==> src/rtl/if_fetch.sv <==
// Instruction-fetch stage: fetches 32-bit words as four byte reads,
// assembles them little-endian and presents them to the IF/ID register.
module if_fetch #(
    parameter logic [31:0] RESET_PC = 32'h0000_0000
) (
    input  logic        clk,
    input  logic        rst,
    input  logic        branch_interception,
    input  logic [31:0] branch_target,
    input  logic        ifid_stall,
    output logic        if_mem_req,
    output logic [31:0] if_mem_addr,
    input  logic        mem_if_grant,
    input  logic        mem_if_valid,
    input  logic [7:0]  mem_if_data,
    output logic [31:0] if_pc,
    output logic [31:0] if_inst
);

    typedef enum logic {
        FETCH,
        HOLD
    } state_t;

    state_t      state, state_nx;
    logic [31:0] pc, pc_nx;
    logic [31:0] word, word_nx;
    logic [31:0] merged;
    logic [31:0] pc_out_nx, inst_nx;
    logic [2:0]  issue_cnt, issue_nx;
    logic [1:0]  recv_cnt, recv_nx;
    logic        drop, drop_nx;
    logic        granted, consume, take_byte;

    assign if_mem_req  = !rst && (state == FETCH) && !issue_cnt[2];
    assign if_mem_addr = rst ? 32'h0 : pc + {29'b0, issue_cnt};

    assign granted   = if_mem_req && mem_if_grant;
    assign consume   = !ifid_stall && !branch_interception;
    assign take_byte = mem_if_valid && !drop;

    always_comb begin
        merged = word;
        case (recv_cnt)
            2'd0: merged[7:0]   = mem_if_data;
            2'd1: merged[15:8]  = mem_if_data;
            2'd2: merged[23:16] = mem_if_data;
            2'd3: merged[31:24] = mem_if_data;
            default: merged = word;
        endcase
    end

    always_comb begin
        state_nx  = state;
        pc_nx     = pc;
        word_nx   = word;
        issue_nx  = issue_cnt;
        recv_nx   = recv_cnt;
        drop_nx   = drop;
        pc_out_nx = if_pc;
        inst_nx   = if_inst;
        if (branch_interception) begin
            // The byte of a request granted now must not land in the new word
            pc_nx     = branch_target;
            pc_out_nx = 32'h0;
            inst_nx   = 32'h0;
            issue_nx  = 3'd0;
            recv_nx   = 2'd0;
            drop_nx   = granted;
            state_nx  = FETCH;
        end else if (state == HOLD) begin
            if (consume) begin
                pc_out_nx = pc;
                inst_nx   = word;
                pc_nx     = pc + 32'd4;
                issue_nx  = 3'd0;
                recv_nx   = 2'd0;
                state_nx  = FETCH;
            end
        end else begin
            if (mem_if_valid && drop)
                drop_nx = 1'b0;
            if (granted)
                issue_nx = issue_cnt + 3'd1;
            if (take_byte) begin
                word_nx = merged;
                recv_nx = recv_cnt + 2'd1;
            end
            if (take_byte && recv_cnt == 2'd3) begin
                if (if_inst == 32'h0 || consume) begin
                    pc_out_nx = pc;
                    inst_nx   = merged;
                    pc_nx     = pc + 32'd4;
                    issue_nx  = 3'd0;
                    recv_nx   = 2'd0;
                end else begin
                    state_nx = HOLD;
                end
            end else if (consume) begin
                pc_out_nx = 32'h0;
                inst_nx   = 32'h0;
            end
        end
    end

    always_ff @(posedge clk or posedge rst) begin
        if (rst) begin
            state     <= FETCH;
            pc        <= RESET_PC;
            word      <= 32'h0;
            issue_cnt <= 3'd0;
            recv_cnt  <= 2'd0;
            drop      <= 1'b0;
            if_pc     <= 32'h0;
            if_inst   <= 32'h0;
        end else begin
            state     <= state_nx;
            pc        <= pc_nx;
            word      <= word_nx;
            issue_cnt <= issue_nx;
            recv_cnt  <= recv_nx;
            drop      <= drop_nx;
            if_pc     <= pc_out_nx;
            if_inst   <= inst_nx;
        end
    end

endmodule

==> config.mk <==
export PLATFORM = sky130hd
export DESIGN_NAME = if_fetch
export DESIGN_NICKNAME = d
export VERILOG_FILES = /design/src/rtl/if_fetch.sv
export SDC_FILE = /design/constraint.sdc
export NUM_CORES = 1
export LEC_CHECK = 0
export ABC_AREA = 1
export ABC_CLOCK_PERIOD_IN_PS = 22500
export BUFFER_PORTS_ARGS = -buffer_cell sky130_fd_sc_hd__buf_2
export CORE_ASPECT_RATIO = 1.2
export CORE_MARGIN = 4
export CORE_UTILIZATION = 35
export CTS_BUF_LIST = sky130_fd_sc_hd__clkbuf_8
export CTS_CLUSTER_DIAMETER = 50
export CTS_CLUSTER_SIZE = 25
export DETAILED_ROUTE_END_ITERATION = 6
export HOLD_SLACK_MARGIN = 0.06
export SLEW_MARGIN = 0
export SYNTH_ARGS = -nofsm -noshare
export SYNTH_HDL_FRONTEND = slang
export SYNTH_SLANG_ARGS = --single-unit
==> constraint.sdc <==
create_clock -name clk -period 22.5 [get_ports clk]
set_clock_uncertainty 0.2 [all_clocks]
set_input_delay 3.375 -clock clk [delete_from_list [all_inputs] [get_ports clk]]
set_output_delay 3.375 -clock clk [all_outputs]
set_load 0.03 [all_outputs]
==> results.toml, run 1 <==
[outcome]
status = "finished clean"

[yosys]
yosys_register_bits = 135
post-synth-top-count-cell = "sky130_fd_sc_hd__nand2_1"
synth_cell_types = 42
dominantRegCellSynth = "sky130_fd_sc_hd__dfrtp_1"
ys_async_sr_fraction_pct = 100.0
synth_top_cell_by_area = "sky130_fd_sc_hd__dfrtp_1"
synth.net_count = 1221
syn-instance-count = 1165
top_cell_types_by_occurrence_after_synthesis = "sky130_fd_sc_hd__nand2_1 (362), sky130_fd_sc_hd__dfrtp_1 (135), sky130_fd_sc_hd__nor2_1 (126)"
post-synth-top-area-fraction_pct = 41.35
syn_area_per_cell_um2 = 7.012
synth.top_cells.by_area = "sky130_fd_sc_hd__dfrtp_1 (41%), sky130_fd_sc_hd__nand2_1 (17%), sky130_fd_sc_hd__nor2_1 (5.8%)"
synth.yosys.seq_area_share_pct = 41.35
synth_edf_count = 0
ys_warn_count = 0
synth_area_um2 = 8169

[timing]
worstMarginPinSlew_ps = 987.6
slew_viol_final = 0
number_of_endpoints_with_negative_hold_slack_in_the_final_report = 0
rsz0062_at_grt = "no"
setup-violations-final = 0
post-route-period-util_pct = 40.85
layout_min_cycle_time_ps = 9190
final_worst_hold_slack_ps = 290.1
timing.setup.tns_ps = 0
achievable-frequency_ghz = 0.1088
max-slew-margin-rel_pct = 34.16

[routing]
route.detailed.vias_per_inst = 5.142
dr.first_iter.drc_count = 562
detailedRoute.firstPassIterationCount = 5
route.detailed.drc = 0
drt_wl_total_mm = 26.58
via_count = 8196
route.antenna.remaining_nets = 0
routed_wire_length_per_instance_um = 16.68

[power_and_ir_drop]
power_switching_share_pct = 40.76
power_switching_uw = 299.5
power.share.combinational_pct = 26.6
p_leak_uw = 0.004661
power.ir.vdd_worst_v = 0.00003563
internal_power_uw = 435.3
power.density_nw_per_um2 = 78.27
p_clk_share_pct = 28.9
sequentialPowerShare_pct = 44.5

[critical_path]
critical_path.startpoint_type = "input port"
cp.arrival_ps = 5620
cp_capture_type = "output port"
criticalPathCategory = "input port to output port"
critical_path_required_ps = 18930
path_max_fanout = 95

[die]
die-area_um2 = 25860
floorplan.initialDensity_pct = 36.03
die_w_um = 147.5
rows = 60
die_y_um = 175.4
design.portCount = 143
core_footprint_um2 = 22670

[cells_and_area]
antenna_diode_count = 0
nNetsFinal = 1327
final.fill_count = 2489
layout-area-overhead-vs-synth_pct = 14.92
drive_gt1_share_pct = 16.90

[clocking]
tritoncts_clock_tree = "built"
clock_buffers_created_by_tritoncts = 17
cts.sinks = 135
worst_setup_hold_path_clk_slew_ps = 80
cts-htree-levels = 4
clock_path_buffers = 2
postCtsSetupBuffers = 0
post_cts_hold_buffer_count = 0
postCtsResizedCells = 0
skew_pair_late_insertion_delay_ps = 460
clockRootBuffer = "sky130_fd_sc_hd__clkbuf_8"

[grt]
first_global_vias = 7794
global_route.overflow_total = 0
groute.usage.overall_pct = 20.61
grt_first_pass_wirelength_mm = 42.59
grt_antenna_before_repair = 0
grt_start_max_net_pins = 96

[hold_path]
timing.hold.worst.class = "flop to flop"

[placement]
port-buffer-count = 142
gp_congestion = 0.9663
hpwlAfterDp_mm = 19.03

[job]
max_cap_viol_count = 0
-- cell families after synthesis --
family | share of synthesized area (%)
multiplexers | 0.1378
adder cells (fa/ha/maj) | 1.624
flip-flops | 41.35
AND/OR/NAND/NOR | 32.67
AO/OA/AOI/OAI | 14.08
XOR/XNOR | 0.6433
buffers and inverters | 9.496
-- cells in the final DEF, fill, tap and decap left out, types with 5 or more instances in the layout --
| cell | instances |
|---|---|
| sky130_fd_sc_hd__a22oi_1 | 25 |
| sky130_fd_sc_hd__ha_1 | 9 |
| sky130_fd_sc_hd__inv_1 | 109 |
| sky130_fd_sc_hd__buf_4 | 6 |
| sky130_fd_sc_hd__inv_6 | 5 |
| sky130_fd_sc_hd__nand4_1 | 33 |
| sky130_fd_sc_hd__nand3_1 | 76 |
| sky130_fd_sc_hd__nand2_2 | 12 |
| sky130_fd_sc_hd__buf_2 | 142 |
| sky130_fd_sc_hd__dfrtp_1 | 135 |
| sky130_fd_sc_hd__nor3_1 | 10 |
| sky130_fd_sc_hd__a21oi_1 | 23 |
| sky130_fd_sc_hd__clkbuf_8 | 17 |
| sky130_fd_sc_hd__o21ai_0 | 91 |
| sky130_fd_sc_hd__inv_8 | 5 |
| sky130_fd_sc_hd__o21ai_2 | 10 |
| sky130_fd_sc_hd__nand2_1 | 362 |
| sky130_fd_sc_hd__o21ai_1 | 46 |
| sky130_fd_sc_hd__nor2_1 | 126 |
| sky130_fd_sc_hd__xor2_1 | 6 |
-- registers in the layout (all words and copies together), names as in the netlist --
register   count
if_inst       32
pc            32
recv_cnt       2
word          32
issue_cnt      3
state          1
if_pc         32
drop           1
-- per-layer routing --
layer	share of wire, %	wire length [µm]	global-route usage (%)	vias up
met2	48	12670	34.22	318
met1	42	11190	26.28	3829
met5	0	0	0	-
li1	-	-	-	3994
met4	4.0	1073	9.246	0
met3	6.2	1655	3.690	55
-- stage by stage --
| step | instances | utilization (%) | total power [µW] | setup slack (ps) | instance area (µm²) |
|---|---|---|---|---|---|
| after global routing | 1594 | 41.41 | 781.6 | 12900 | 9388 |
| final | 1594 | 41.41 | 734.8 | 13310 | 9388 |
| after detailed placement | 1562 | 39.60 | 525.5 | 13180 | 8977 |
| after global placement | 1562 | 39.60 | 521.7 | 13200 | 8977 |
| after floorplan | 1165 | - | 464.9 | 9894 | 8169 |
| after CTS | 1594 | 41.41 | 738.2 | 13180 | 9388 |
-- final cells by class --
cell class / instances / area (µm²) / area share, %
well taps: 310 / 387.9 / 4.132
multi-input cells: 854 / 4015 / 42.77
flip-flops and latches: 135 / 3378 / 35.99
clock buffers: 17 / 234.0 / 2.492
inverters: 115 / 440.4 / 4.691
clock inverters: 15 / 176.4 / 1.879
repair buffers: 148 / 755.7 / 8.050
-- power groups by stage --
stage | sequential (µW) | clock [µW] | combinational (µW)
final | 327 | 212 | 195
after CTS | 326 | 216 | 196
after detailed placement | 331 | 0 | 195
after global routing | 332 | 227 | 223
after floorplan | 315 | 0 | 150
after global placement | 330 | 0 | 192
-- path summary, 6_finish.rpt --
check                      startpoint         endpoint  slack [ps]  cells past startpoint
max reg2reg                      drop        if_pc[25]       18560                     10
min reg2reg                  if_pc[2]         if_pc[2]         290                      2
min                          if_pc[2]         if_pc[2]         290                      2
max                               rst  if_mem_addr[14]       13310                      6
min in group asynchronous         rst            pc[5]        3070                      2
max in group asynchronous         rst           pc[18]       17820                      3
-- worst max-delay path, stage by stage --
cell	delay (ps)
sky130_fd_sc_hd__buf_2	240
sky130_fd_sc_hd__inv_6	630
sky130_fd_sc_hd__buf_4	710
sky130_fd_sc_hd__o21ai_0	190
sky130_fd_sc_hd__a31oi_1	210
sky130_fd_sc_hd__buf_2	230
Power figures use the tool's default switching activity.
==> run 2: changes to the inputs <==
ABC_AREA = 0   (was 1)
ABC_CLOCK_PERIOD_IN_PS = 9250   (was 22500)
clock period = 9.25 ns   (was 22.5 ns; I/O delays follow)
==> results.toml, run 2 <==
[outcome]
status = "finished clean"

[die]
design.portCount = 143
die_y_um = 168.3
rows = 58
floorplan.initialDensity_pct = 35.62
die_w_um = 141.6
die-area_um2 = 23840
core_footprint_um2 = 21050

[clocking]
post_cts_hold_buffer_count = 0
clock_path_buffers = 2
skew_pair_late_insertion_delay_ps = 460
cts-htree-levels = 4
postCtsResizedCells = 0
clockRootBuffer = "sky130_fd_sc_hd__clkbuf_8"
tritoncts_clock_tree = "built"
cts.sinks = 135
clock_buffers_created_by_tritoncts = 17
postCtsSetupBuffers = 0
worst_setup_hold_path_clk_slew_ps = 100

[critical_path]
worst_path_dominant_cell_family = "simple AND/OR/NAND/NOR gates"
cp.buffers_inverters = 1
cp_capture_type = "output port"
crit_path_max_incr_delay_ps = 740
cp.arrival_ps = 3100
worst_path_max_delay_cell = "sky130_fd_sc_hd__or4_1"
critical_path_required_ps = 7660
critical_path.startpoint_type = "flop"
path_cells = "nand4_1 -> or4_1 -> or3_1 -> a21oi_1 -> buf_2"
path_max_fanout = 13
criticalPathCategory = "flop to output port"

[yosys]
ys_warn_count = 0
simple_gate_share_of_the_synthesized_area_pct = 20.04
synthXorXnorAreaFrac_pct = 3.037
dominantRegCellSynth = "sky130_fd_sc_hd__dfrtp_1"
synth-adder-area-share_pct = 1.769
synth_area_in_compound_gates_pct = 10.88
synth.mux.area_fraction_pct = 13.27
synth_edf_count = 0
synth.yosys.seq_area_share_pct = 45.06
syn_area_per_cell_um2 = 9.551
synth.top_cells.by_area = "sky130_fd_sc_hd__dfrtp_1 (45%), sky130_fd_sc_hd__mux2_2 (8.9%), sky130_fd_sc_hd__nand2_1 (5.3%)"
synth_area_um2 = 7497
post-synth-top-count-cell = "sky130_fd_sc_hd__dfrtp_1"
synth_cell_types = 59
synth.net_count = 841
synth_top_cell_by_area = "sky130_fd_sc_hd__dfrtp_1"
largest_family_of_logic_cells_by_synthesized_area = "simple AND/OR/NAND/NOR gates"
syn-instance-count = 785
yosys_register_bits = 135
ys_async_sr_fraction_pct = 100.0
top_cell_types_by_occurrence_after_synthesis = "sky130_fd_sc_hd__dfrtp_1 (135), sky130_fd_sc_hd__nand2_1 (105), sky130_fd_sc_hd__mux2_2 (59)"
post-synth-top-area-fraction_pct = 45.06

[routing]
route.antenna.remaining_nets = 0
drt_wl_total_mm = 21.84
detailedRoute.firstPassIterationCount = 5
via_count = 6529
dr.first_iter.drc_count = 558
route.detailed.drc = 0
routed_wire_length_per_instance_um = 18.63
route.detailed.vias_per_inst = 5.571

[grt]
global_route.overflow_total = 0
grt_start_max_net_pins = 72
first_global_vias = 6316
groute.usage.overall_pct = 18.53
grt_first_pass_wirelength_mm = 35.22
grt_antenna_before_repair = 0

[power_and_ir_drop]
p_leak_uw = 0.003972
internal_power_uw = 962.0
power.density_nw_per_um2 = 163.1
power_switching_uw = 467.3
sequentialPowerShare_pct = 49.2
power.share.combinational_pct = 14.9
power_switching_share_pct = 32.70
p_clk_share_pct = 35.9
power.ir.vdd_worst_v = 0.00008365

[cells_and_area]
multiInputGateArea_um2 = 3681
mostFrequentLayoutCell = "sky130_fd_sc_hd__buf_2"
final.fill_count = 2129
final_cell_mix = "sky130_fd_sc_hd__buf_2 (142), sky130_fd_sc_hd__dfrtp_1 (135), sky130_fd_sc_hd__nand2_1 (105), sky130_fd_sc_hd__mux2_2 (59), sky130_fd_sc_hd__nor2_1 (53)"
drive_gt1_share_pct = 28.05
antenna_diode_count = 0
core_occupancy_in_the_finished_layout_pct = 41.64
nNetsFinal = 945
seqCellArea_um2 = 3378
layout-area-overhead-vs-synth_pct = 16.87

[timing]
layout_min_cycle_time_ps = 4692
worstMarginPinSlew_ps = 1041
achievable-frequency_ghz = 0.2131
max-slew-margin-rel_pct = 30.60
post-route-period-util_pct = 50.73
rsz0062_at_grt = "no"
setup-violations-final = 0
number_of_endpoints_with_negative_hold_slack_in_the_final_report = 0
timing.setup.tns_ps = 0
slew_viol_final = 0

[placement]
hpwlAfterDp_mm = 15.21
port-buffer-count = 142
gp_congestion = 0.8504

[hold_path]
timing.hold.worst.class = "flop to flop"

[job]
max_cap_viol_count = 0
[run 2: routing by layer]
layer	GRT usage [%]	up-vias	wire length (µm)	share of wire, %
met5	0	-	0	0
met2	28.72	267	10140	46
met3	3.580	29	1412	6.5
li1	-	3019	-	-
met1	26.43	3214	10010	46
met4	5.259	0	282	1.3
[run 2: final timing paths]
check                           startpoint               to  slack [ps]  cells past startpoint
worst max-delay path                 pc[4]  if_mem_addr[31]        4560                      5
worst min-delay path              word[29]         word[29]         280                      2
worst max register to register       state       if_inst[7]        6130                      5
worst min register to register    word[29]         word[29]         280                      2
max in group asynchronous              rst         word[22]        6390                      3
min in group asynchronous              rst            pc[2]        1170                      2
[run 2: cell families after synthesis]
| group | after synthesis |
|---|---|
| AO/OA/AOI/OAI | 112 |
| adder cells (fa/ha/maj) | 10 |
| flip-flops | 135 |
| buffers and inverters | 113 |
| AND/OR/NAND/NOR | 297 |
| XOR/XNOR | 26 |
| multiplexers | 92 |
[run 2: final cells by class]
type                       instances  area share [%]
sequential                       135           38.55
multi-input combinational        537           42.01
clock inverter                    15           1.999
tap                              270           3.855
timing repair buffer             150           8.796
clock buffer                      17           2.670
inverter                          48           2.113
[run 2: per-stage QoR]
step           hold WS [ps]  cell area (µm²)  setup slack [ps]  std cells  power (µW)
2_1_floorplan         245.7             7497              3686        785       855.9
3_5_place_dp          263.5             8353              4843       1140       927.0
3_3_place_gp          259.5             8353              5074       1140       923.1
5_1_grt               313.3             8762              4258       1172        1501
6_report              283.8             8762              4558       1172        1429
4_1_cts               289.3             8762              4518       1172        1446
[run 2: tightest hold or removal path: stages (launching register included)]
cell and delay (ps):
sky130_fd_sc_hd__dfrtp_1 350, sky130_fd_sc_hd__nand2_1 50, sky130_fd_sc_hd__nand2_1 60
[run 2: power groups by stage]
stage | Sequential [µW] | Combinational [µW] | Clock, µW
floorplan | 688 | 168 | 0
global placement | 712 | 212 | 0
detailed placement | 713 | 214 | 0
CTS | 701 | 215 | 530
global route | 710 | 236 | 555
finish | 703 | 214 | 513
